===== src/rtl/morse_pkg.sv =====
// Shared types and helpers for the Morse trainer session controller.
package morse_pkg;

    localparam int NUM_LETTERS = 26;
    localparam int LETTER_W    = 5;
    localparam int SYM_W       = 2;
    localparam int NUM_SLOTS   = 5;
    localparam int PATTERN_W   = NUM_SLOTS * SYM_W;

    // Symbol codes as produced by button_to_morse.
    localparam logic [SYM_W-1:0] SYM_EMPTY   = 2'b00;
    localparam logic [SYM_W-1:0] SYM_DOT     = 2'b01;
    localparam logic [SYM_W-1:0] SYM_DASH    = 2'b10;
    localparam logic [SYM_W-1:0] SYM_INVALID = 2'b11;

    typedef enum logic [2:0] {
        ST_IDLE     = 3'd0,
        ST_CLEAR    = 3'd1,
        ST_WAIT     = 3'd2,
        ST_CHECK    = 3'd3,
        ST_FEEDBACK = 3'd4,
        ST_DONE     = 3'd5
    } state_e;

    // Fibonacci step: shift left, feedback from taps 7,5,4,3.
    function automatic logic [7:0] lfsr_step(input logic [7:0] l);
        return {l[6:0], l[7] ^ l[5] ^ l[4] ^ l[3]};
    endfunction

    // Map an LFSR value onto a letter index 0..25.
    function automatic logic [LETTER_W-1:0] lfsr_to_letter(input logic [7:0] l);
        return LETTER_W'(l % 8'd26);
    endfunction

endpackage


===== src/rtl/morse_letter_rom.sv =====
// Reference Morse patterns for A-Z; slot one is in the top two bits.
module morse_letter_rom
    import morse_pkg::*;
(
    input  logic [LETTER_W-1:0]  letter_idx,
    output logic [PATTERN_W-1:0] pattern
);

    localparam logic [SYM_W-1:0] D = SYM_DOT;
    localparam logic [SYM_W-1:0] H = SYM_DASH;
    localparam logic [SYM_W-1:0] E = SYM_EMPTY;

    // Letter lookup; out-of-range indices return an all-invalid pattern that can never match.
    always_comb begin
        pattern = {NUM_SLOTS{SYM_INVALID}};
        case (letter_idx)
            5'd0:  pattern = {D, H, E, E, E};   // A
            5'd1:  pattern = {H, D, D, D, E};   // B
            5'd2:  pattern = {H, D, H, D, E};   // C
            5'd3:  pattern = {H, D, D, E, E};   // D
            5'd4:  pattern = {D, E, E, E, E};   // E
            5'd5:  pattern = {D, D, H, D, E};   // F
            5'd6:  pattern = {H, H, D, E, E};   // G
            5'd7:  pattern = {D, D, D, D, E};   // H
            5'd8:  pattern = {D, D, E, E, E};   // I
            5'd9:  pattern = {D, H, H, H, E};   // J
            5'd10: pattern = {H, D, H, E, E};   // K
            5'd11: pattern = {D, H, D, D, E};   // L
            5'd12: pattern = {H, H, E, E, E};   // M
            5'd13: pattern = {H, D, E, E, E};   // N
            5'd14: pattern = {H, H, H, E, E};   // O
            5'd15: pattern = {D, H, H, D, E};   // P
            5'd16: pattern = {H, H, D, H, E};   // Q
            5'd17: pattern = {D, H, D, E, E};   // R
            5'd18: pattern = {D, D, D, E, E};   // S
            5'd19: pattern = {H, E, E, E, E};   // T
            5'd20: pattern = {D, D, H, E, E};   // U
            5'd21: pattern = {D, D, D, H, E};   // V
            5'd22: pattern = {D, H, H, E, E};   // W
            5'd23: pattern = {H, D, D, H, E};   // X
            5'd24: pattern = {H, D, H, H, E};   // Y
            5'd25: pattern = {H, H, D, D, E};   // Z
            default: pattern = {NUM_SLOTS{SYM_INVALID}};
        endcase
    end

endmodule


===== src/rtl/morse_trainer_sequencer.sv =====
// Session controller: picks a target letter, gates the keying datapath,
// grades each decoded letter or an idle timeout, and counts rounds and score.
//
//  state    | meaning
//  ---------+-----------------------------------------------------------
//  IDLE     | no session; datapath held clear; waits for start
//  CLEAR    | one cycle; datapath cleared; target latched, LFSR advanced
//  WAIT     | target shown; user keys; timeout timer running
//  CHECK    | one cycle; decoded symbols compared with the reference
//  FEEDBACK | verdict held for FEEDBACK_TICKS cycles; then next round
//  DONE     | session complete; counts held until start
module morse_trainer_sequencer
    import morse_pkg::*;
#(
    parameter int unsigned NUM_ROUNDS     = 10,
    parameter int unsigned TIMEOUT_TICKS  = 100,
    parameter int unsigned FEEDBACK_TICKS = 20,
    parameter logic [7:0]  LFSR_SEED      = 8'hA5
) (
    input  logic                clock,
    input  logic                reset,
    input  logic                start,
    input  logic                abort,
    input  logic [SYM_W-1:0]    morse_one,
    input  logic [SYM_W-1:0]    morse_two,
    input  logic [SYM_W-1:0]    morse_three,
    input  logic [SYM_W-1:0]    morse_four,
    input  logic [SYM_W-1:0]    morse_five,
    input  logic                letter_done,
    output logic                morse_clear,
    output logic [LETTER_W-1:0] target_letter,
    output logic                target_valid,
    output logic                result_correct,
    output logic                result_wrong,
    output logic                timed_out,
    output logic [7:0]          round_num,
    output logic [7:0]          score,
    output logic                session_done
);

    localparam int TIMER_W = 16;
    localparam logic [TIMER_W-1:0] TIMEOUT_LAST  = TIMER_W'(TIMEOUT_TICKS - 1);
    localparam logic [TIMER_W-1:0] FEEDBACK_LAST = TIMER_W'(FEEDBACK_TICKS - 1);
    localparam logic [7:0]         ROUNDS_END    = 8'(NUM_ROUNDS);

    state_e                state_q, state_d;
    logic [TIMER_W-1:0]    timer_q, timer_d;
    logic [7:0]            lfsr_q, lfsr_d;
    logic [LETTER_W-1:0]   target_q, target_d;
    logic [7:0]            round_q, round_d;
    logic [7:0]            score_q, score_d;
    logic                  correct_q, correct_d;
    logic                  wrong_q, wrong_d;
    logic                  timeout_q, timeout_d;
    logic                  clear_q, clear_d;
    logic                  valid_q, valid_d;
    logic                  done_q, done_d;

    logic [PATTERN_W-1:0]  ref_pattern;
    logic [PATTERN_W-1:0]  keyed_pattern;
    logic [7:0]            round_inc;

    morse_letter_rom u_rom (
        .letter_idx (target_q),
        .pattern    (ref_pattern)
    );

    // Symbols are compared live in CHECK; the datapath holds them because morse_clear stays low.
    assign keyed_pattern = {morse_one, morse_two, morse_three, morse_four, morse_five};
    assign round_inc     = (round_q == 8'hFF) ? round_q : round_q + 8'd1;

    // Next-state, counters and registered-output values.
    always_comb begin
        state_d   = state_q;
        timer_d   = timer_q;
        lfsr_d    = lfsr_q;
        target_d  = target_q;
        round_d   = round_q;
        score_d   = score_q;
        correct_d = correct_q;
        wrong_d   = wrong_q;
        timeout_d = timeout_q;

        case (state_q)
            ST_IDLE, ST_DONE: begin
                if (start) begin
                    state_d = ST_CLEAR;
                    round_d = 8'd0;
                    score_d = 8'd0;
                end
            end
            ST_CLEAR: begin
                target_d = lfsr_to_letter(lfsr_q);
                lfsr_d   = lfsr_step(lfsr_q);
                timer_d  = '0;
                state_d  = ST_WAIT;
            end
            ST_WAIT: begin
                if (letter_done) begin
                    state_d = ST_CHECK;
                end else if (timer_q == TIMEOUT_LAST) begin
                    state_d   = ST_FEEDBACK;
                    wrong_d   = 1'b1;
                    timeout_d = 1'b1;
                    timer_d   = '0;
                end else begin
                    timer_d = timer_q + TIMER_W'(1);
                end
            end
            ST_CHECK: begin
                state_d   = ST_FEEDBACK;
                timer_d   = '0;
                timeout_d = 1'b0;
                if (keyed_pattern == ref_pattern) begin
                    correct_d = 1'b1;
                    if (score_q != 8'hFF) begin
                        score_d = score_q + 8'd1;
                    end
                end else begin
                    wrong_d = 1'b1;
                end
            end
            ST_FEEDBACK: begin
                if (timer_q == FEEDBACK_LAST) begin
                    correct_d = 1'b0;
                    wrong_d   = 1'b0;
                    timeout_d = 1'b0;
                    timer_d   = '0;
                    round_d   = round_inc;
                    state_d   = (round_inc == ROUNDS_END) ? ST_DONE : ST_CLEAR;
                end else begin
                    timer_d = timer_q + TIMER_W'(1);
                end
            end
            default: begin
                state_d = ST_IDLE;
            end
        endcase

        // Abort overrides everything except reset; counters and target keep their values.
        if (abort) begin
            state_d   = ST_IDLE;
            timer_d   = '0;
            lfsr_d    = lfsr_q;
            target_d  = target_q;
            round_d   = round_q;
            score_d   = score_q;
            correct_d = 1'b0;
            wrong_d   = 1'b0;
            timeout_d = 1'b0;
        end

        clear_d = (state_d == ST_IDLE) || (state_d == ST_CLEAR) ||
                  (state_d == ST_FEEDBACK) || (state_d == ST_DONE);
        valid_d = (state_d == ST_WAIT);
        done_d  = (state_d == ST_DONE);
    end

    // State, counter and output registers with synchronous reset.
    always_ff @(posedge clock) begin
        if (reset) begin
            state_q   <= ST_IDLE;
            timer_q   <= '0;
            lfsr_q    <= LFSR_SEED;
            target_q  <= '0;
            round_q   <= 8'd0;
            score_q   <= 8'd0;
            correct_q <= 1'b0;
            wrong_q   <= 1'b0;
            timeout_q <= 1'b0;
            clear_q   <= 1'b1;
            valid_q   <= 1'b0;
            done_q    <= 1'b0;
        end else begin
            state_q   <= state_d;
            timer_q   <= timer_d;
            lfsr_q    <= lfsr_d;
            target_q  <= target_d;
            round_q   <= round_d;
            score_q   <= score_d;
            correct_q <= correct_d;
            wrong_q   <= wrong_d;
            timeout_q <= timeout_d;
            clear_q   <= clear_d;
            valid_q   <= valid_d;
            done_q    <= done_d;
        end
    end

    assign morse_clear    = clear_q;
    assign target_letter  = target_q;
    assign target_valid   = valid_q;
    assign result_correct = correct_q;
    assign result_wrong   = wrong_q;
    assign timed_out      = timeout_q;
    assign round_num      = round_q;
    assign score          = score_q;
    assign session_done   = done_q;

endmodule


===== config.mk =====
export PLATFORM = sky130hd
export DESIGN_NAME = morse_trainer_sequencer
export DESIGN_NICKNAME = d
export VERILOG_FILES = /design/src/rtl/morse_pkg.sv /design/src/rtl/morse_letter_rom.sv /design/src/rtl/morse_trainer_sequencer.sv
export SDC_FILE = /design/constraint.sdc
export NUM_CORES = 1
export LEC_CHECK = 0
export ABC_AREA = 1
export CORE_ASPECT_RATIO = 1.75
export CORE_MARGIN = 1
export CORE_UTILIZATION = 53
export CTS_BUF_LIST = sky130_fd_sc_hd__clkbuf_4
export DETAILED_ROUTE_END_ITERATION = 8
export GPL_TIMING_DRIVEN = 0
export PLACE_DENSITY = 0.8
export SKIP_LAST_GASP = 1
export SYNTH_ARGS = -nofsm -noshare
export SYNTH_HDL_FRONTEND = slang
export SYNTH_HIERARCHICAL = 1
export SYNTH_SLANG_ARGS = --single-unit
export TNS_END_PERCENT = 5

===== constraint.sdc =====
create_clock -name clock -period 2.9 [get_ports clock]
set_clock_uncertainty 0.05 [all_clocks]
set_input_delay 0.29 -clock clock [delete_from_list [all_inputs] [get_ports clock]]
set_output_delay 0.29 -clock clock [all_outputs]
set_load 0.01 [all_outputs]

Word level (Yosys, flattened, before mapping)
Memory sizes are Yosys's and may differ from the RTL's. A register that Yosys moved wholly into a read port is not among the register bits.
Index checks and enable logic that the tools add are counted.
{"block": "op_classes", "addsub": 3, "div": 1, "eq_ne": 22, "muxes": 28, "bitwise_logic": 4, "reduce_logical": 20}
{"operator": "$mux W16", "n": 3}
{"operator": "$pmux W16 S3", "n": 1}
{"operator": "$mux W8", "n": 5}
{"operator": "$pmux W8 S2", "n": 2}
{"operator": "$mux W3", "n": 6}
{"operator": "$add A16 B1 Y16 const B", "n": 1}
{"operator": "$add A8 B1 Y8 const B", "n": 2}
{"operator": "$eq A16 B5 Y1 const B", "n": 1}
{"operator": "$eq A16 B7 Y1 const B", "n": 1}
{"operator": "$pmux W3 S5", "n": 1}
{"operator": "$ne A2 B2 Y1 const B", "n": 7}
{"operator": "$eq A3 B3 Y1 const B", "n": 4}
{"operator": "$eq A10 B10 Y1", "n": 1}
{"operator": "$mux W5", "n": 2}
{"operator": "$reduce_and A5 Y1", "n": 2}
{"operator": "$eq A3 B2 Y1 const B", "n": 3}
{"operator": "$eq A8 B4 Y1 const B", "n": 1}
{"operator": "$eq A8 B8 Y1 const B", "n": 1}
{"operator": "$mod A8 B5 Y8 const B", "n": 1}
{"operator": "$ne A8 B8 Y1 const B", "n": 1}
{"operator": "$reduce_and A4 Y1", "n": 2}
{"operator": "$eq A3 B1 Y1 const B", "n": 2}
{"operator": "$logic_not A3 Y1", "n": 2}
{"operator": "$pmux W1 S3", "n": 2}
{"operator": "other kinds (10)", "n": 24}
{"block": "totals", "register_bits": 54, "rom_bits": 320, "output_inout_bits": 27, "mem_count": 1}
{"name": "(name not given)", "depth": 32, "word_bits": 10, "read_ports": 1, "rd_ports_with_merged_regs": 1, "wr": 0, "line": "morse_letter_rom.sv:16", "rtl": "case (letter_idx)"}

Longest topological paths before layout
{"block": "depth", "ltp_word": 11, "ltp_mapped": 23}

Hierarchy
The synthesis kept the hierarchy.
{"module": "morse_trainer_sequencer", "instances": 1, "cells_each": 480, "area_each_um2": 3270.6, "seq_area_each_um2": 1061.0}
{"module": "morse_letter_rom", "instances": 1, "cells_each": 101, "area_each_um2": 538.0, "seq_area_each_um2": 0.0}

Worst setup path after synthesis
OpenSTA, ideal clock, no wires.
{"block": "synth_timing", "path_type": "reg-to-reg", "startpoint": "reg lfsr_q[1] (netlist name)", "endpoint": "reg score_q[7], in the netlist score[7]", "arrival_ns": 2.737, "required_time_ns": 2.716, "path_slack_ns": -0.022, "path_stages_with_launch": 21, "n_path_buf": 0, "period_less_slack_ns": 2.922, "path_cell_list": "dfxtp_1 > inv_1 > ha_1 > inv_1 > nand2_1 > nand3_1 > nand2_1 > nand2_1 > nand2_1 > xor2_1 > nor2_1 > nand4_1 > nor4_1 > inv_1 > nand2_1 > nand2_1 > nor2_1 > inv_1 > nor3_1 > nand3_1 > nor3b_1"}
{"item": "end signal: assignment", "line": "morse_trainer_sequencer.sv:180", "rtl": "score_q <= score_d;"}
{"item": "end: declaration", "line": "morse_trainer_sequencer.sv:51", "rtl": "logic [7:0] score_q, score_d;"}

==> qor.yml <==
final_hold_viol_count: 0
grt_overflow_total: 0
finalSetupViolCount: 0
synth.yosys.warnings: 6
antenna_left: 0
hold_class: "in -> reg"
max_slew.worst_pin.slew_ns: 0.657
hold-path-cell-count: 2
max_cap_violations: 0
synth_sequential_area_ratio_pct: 27.9
grt_pass1_vias: 3726
synth-simple-area-share_pct: 42.7
syn_nets: 609
place.port_buffers: 40
boundaryPins: 42
cts.clk_slew.worst_paths_ns: 0.15
worstSetupStartpointType: "flip-flop"
layout-drive-gt1-share_pct: 16.7
cts_hold_buf: 0
grt_start_max_net_pins: 15
cellLeakagePower_nw: 1.95
yosysUniqueCellTypes: 49
smallest_setup_slack_after_layout_ns: 0.205
cts_root_buffer: "clkbuf_4"
crit_required_ns: 3.18
cts_bufs_inserted: 5
crit_path_end_kind: "flip-flop"
pwr_density_cell_nw_per_um2: 328
synth_cells: 581
finalCoreUtilization_pct: 66.0
detailedRoute.firstIterationViolations: 208
setup.worst_path.class: "reg -> reg"
rsz0062_at_grt: "true"
antenna-diode-count: 0
wl_per_cell_um: 12.4
dominantRegCellSynth: "dfxtp_1"
synth.ff_latch_count: 53
grt_first_pass_wirelength_um: 15000
cp_max_fo: 7
post_synth_xor_area_fraction_pct: 3.22
synth_top_family_by_area: "simple AND/OR/NAND/NOR gates"
synth_enable_flop_cells: 0
synth_to_final_area_change_pct: 19.6
chipWidth_um: 66.1
maxSlewViolCount: 0
insertion_delay_ns: 0.38
totalPowerFinal_mw: 1.49
max_transition_margin_pct: 55.8
status: "complete, no violations"
worst-endpoint-arrival_ns: 2.97
cts_tree: "yes"
asyncSetResetFlopFracSynth_pct: 0
max-clock-path-buffers: 2
max_clock_freq_ghz: 0.371
hpwl_um: 6860
post_drt_via_cell_ratio: 5.34
syn-mean-instance-area_um2: 6.56
routed_wirelength_um: 9020
dr_wl_met2_um: 4940
synthAdderAreaFrac_pct: 4.27
track_usage_pct: 24.8
fp.dieH_um: 114
routability_congestion_estimate_from_global_placement: 0.959
wl_met1_um: 3500
num-nets-final: 669
share_of_cell_area_taken_by_muxes_after_synthesis_pct: 0
drt_drc_violations_left: 0
cts.sink_count: 53
drt-pass1-iter-count: 5
area_of_the_core_um2: 6910
post-route-period-util_pct: 92.9
met3RoutedLength_um: 305
preCtsSetupSlack_ns: -0.595
top_signal_layer_used: "met4"
initial_utilization_pct: 55.1
placementRows: 40
via_count: 3870
min_period_ns: 2.69
netlist_area_before_placement_um2: 3810
die-area_um2: 7540
antenna_found_initial: 0
ir_worst_vdd_mv: 0.376
depth_of_the_worst_register_to_register_path: 20
synth-compound-area-share_pct: 11.4
cts_max_level: 2
## logic make-up after synthesis
| family | count (synthesis) |
|---|---|
| adders and majority gates | 13 |
| and+or+nand+nor | 330 |
| DFF | 53 |
| AOI/OAI and AO/OA | 74 |
| xor gates and xnor gates | 14 |
| buffers and inverters | 97 |
## flip-flops by register name, summed over array words and instances (netlist names)
register / flops
timer_q: 16
result_correct: 1
lfsr_q: 8
score: 8
timed_out: 1
result_wrong: 1
session_done: 1
target_valid: 1
morse_clear: 1
target_letter: 4
state_q: 3
round_num: 8
## what timing repair did
| action | 4_1_cts | 5_1_grt |
|---|---|---|
| resized for setup | 19 | 9 |
| hold endpoints to repair | 0 | 0 |
| setup buffers | 12 | 1 |
| endpoints found under the setup margin | 9 | 9 |
| pin swaps | 8 | 9 |
## final timing paths
check	end	slack (ns)	from
worst min-delay path	state_q[1]	0.26	reset
worst min register to register	score[4]	0.43	score[4]
worst max-delay path	score[1]	0.21	lfsr_q[1]
worst max register to register	score[1]	0.21	lfsr_q[1]
## cell usage after synthesis (6+ instances only)
cell	instances	share of area, %
nor2_2	6	0.99
nor3_1	12	1.6
nor2_1	56	5.5
ha_1	13	4.3
inv_2	11	1.1
nand3_1	50	6.6
o21ai_0	16	2.1
nand4_1	9	1.5
nand2_1	142	14
dfxtp_1	53	28
nor3b_1	8	1.6
inv_1	73	7.2
xor2_1	9	2.1
a21oi_1	34	4.5
nand2_4	7	2.1
nand2_2	13	2.1
nand3_2	7	1.8
## through the flow
step	cell area (µm²)	std cells	hold slack, ns	setup TNS (ns)
finish	4560	725	0.264	0
detailed placement	4320	705	0.406	-2.02
global placement	4320	705	0.402	-2.12
CTS	4520	724	0.240	0
floorplan	3810	581	0.406	0
global route	4560	725	0.293	-0.0622
## routing by layer
| metal | GRT usage, % | vias to the layer above |
|---|---|---|
| met3 | 3.19 | 22 |
| met1 | 24.8 | 1760 |
| met4 | 11.5 | 0 |
| met5 | 0 | - |
| met2 | 48.4 | 96 |
| li1 | - | 1992 |
## power breakdown
group | internal [mW] | switching [mW]
Combinational | 0.163 | 0.258
Sequential | 0.741 | 0.0147
Clock | 0.0979 | 0.219
Total | 1.00 | 0.492
## final cells by class
type	instances	area, µm²
inverters	86	329
clock inverters	1	3.75
repair buffers	53	502
plain buffers	11	81.3
fillers	637	2350
well taps	84	105
multi-input cells	431	2420
clock buffers	6	45.0
flip-flops and latches	53	1070
## cell usage in the layout, fill, tap and decap left out, types with 8 or more instances in the layout
master           count
nand3_2              8
o21ai_0             15
nand2_2             15
clkdlybuf4s50_1     40
nand2_1            139
xor2_1               9
nor3_1              10
nand3_1             49
ha_1                12
dfxtp_1             50
nor3b_1              8
inv_1               69
inv_2               14
nand4_1              9
a21oi_1             34
nor2_1              53
buf_4               15
nand2_4              8
## critical path: stages, from the launching register on
cell and delay (ns):
dfxtp_4 0.39, clkinvlp_4 0.08, buf_4 0.16, ha_1 0.22, inv_1 0.06, nand2_1 0.06
nand3_1 0.09, nand2_1 0.06, inv_1 0.06, nand2_1 0.06, xnor2_1 0.14, nand4_1 0.11
nor4_2 0.21, inv_1 0.12, buf_4 0.15, buf_4 0.14, nor2_4 0.09, inv_2 0.05
nor3_2 0.18, nand2_1 0.07, a21oi_1 0.12
Power figures use the tool's default switching activity.
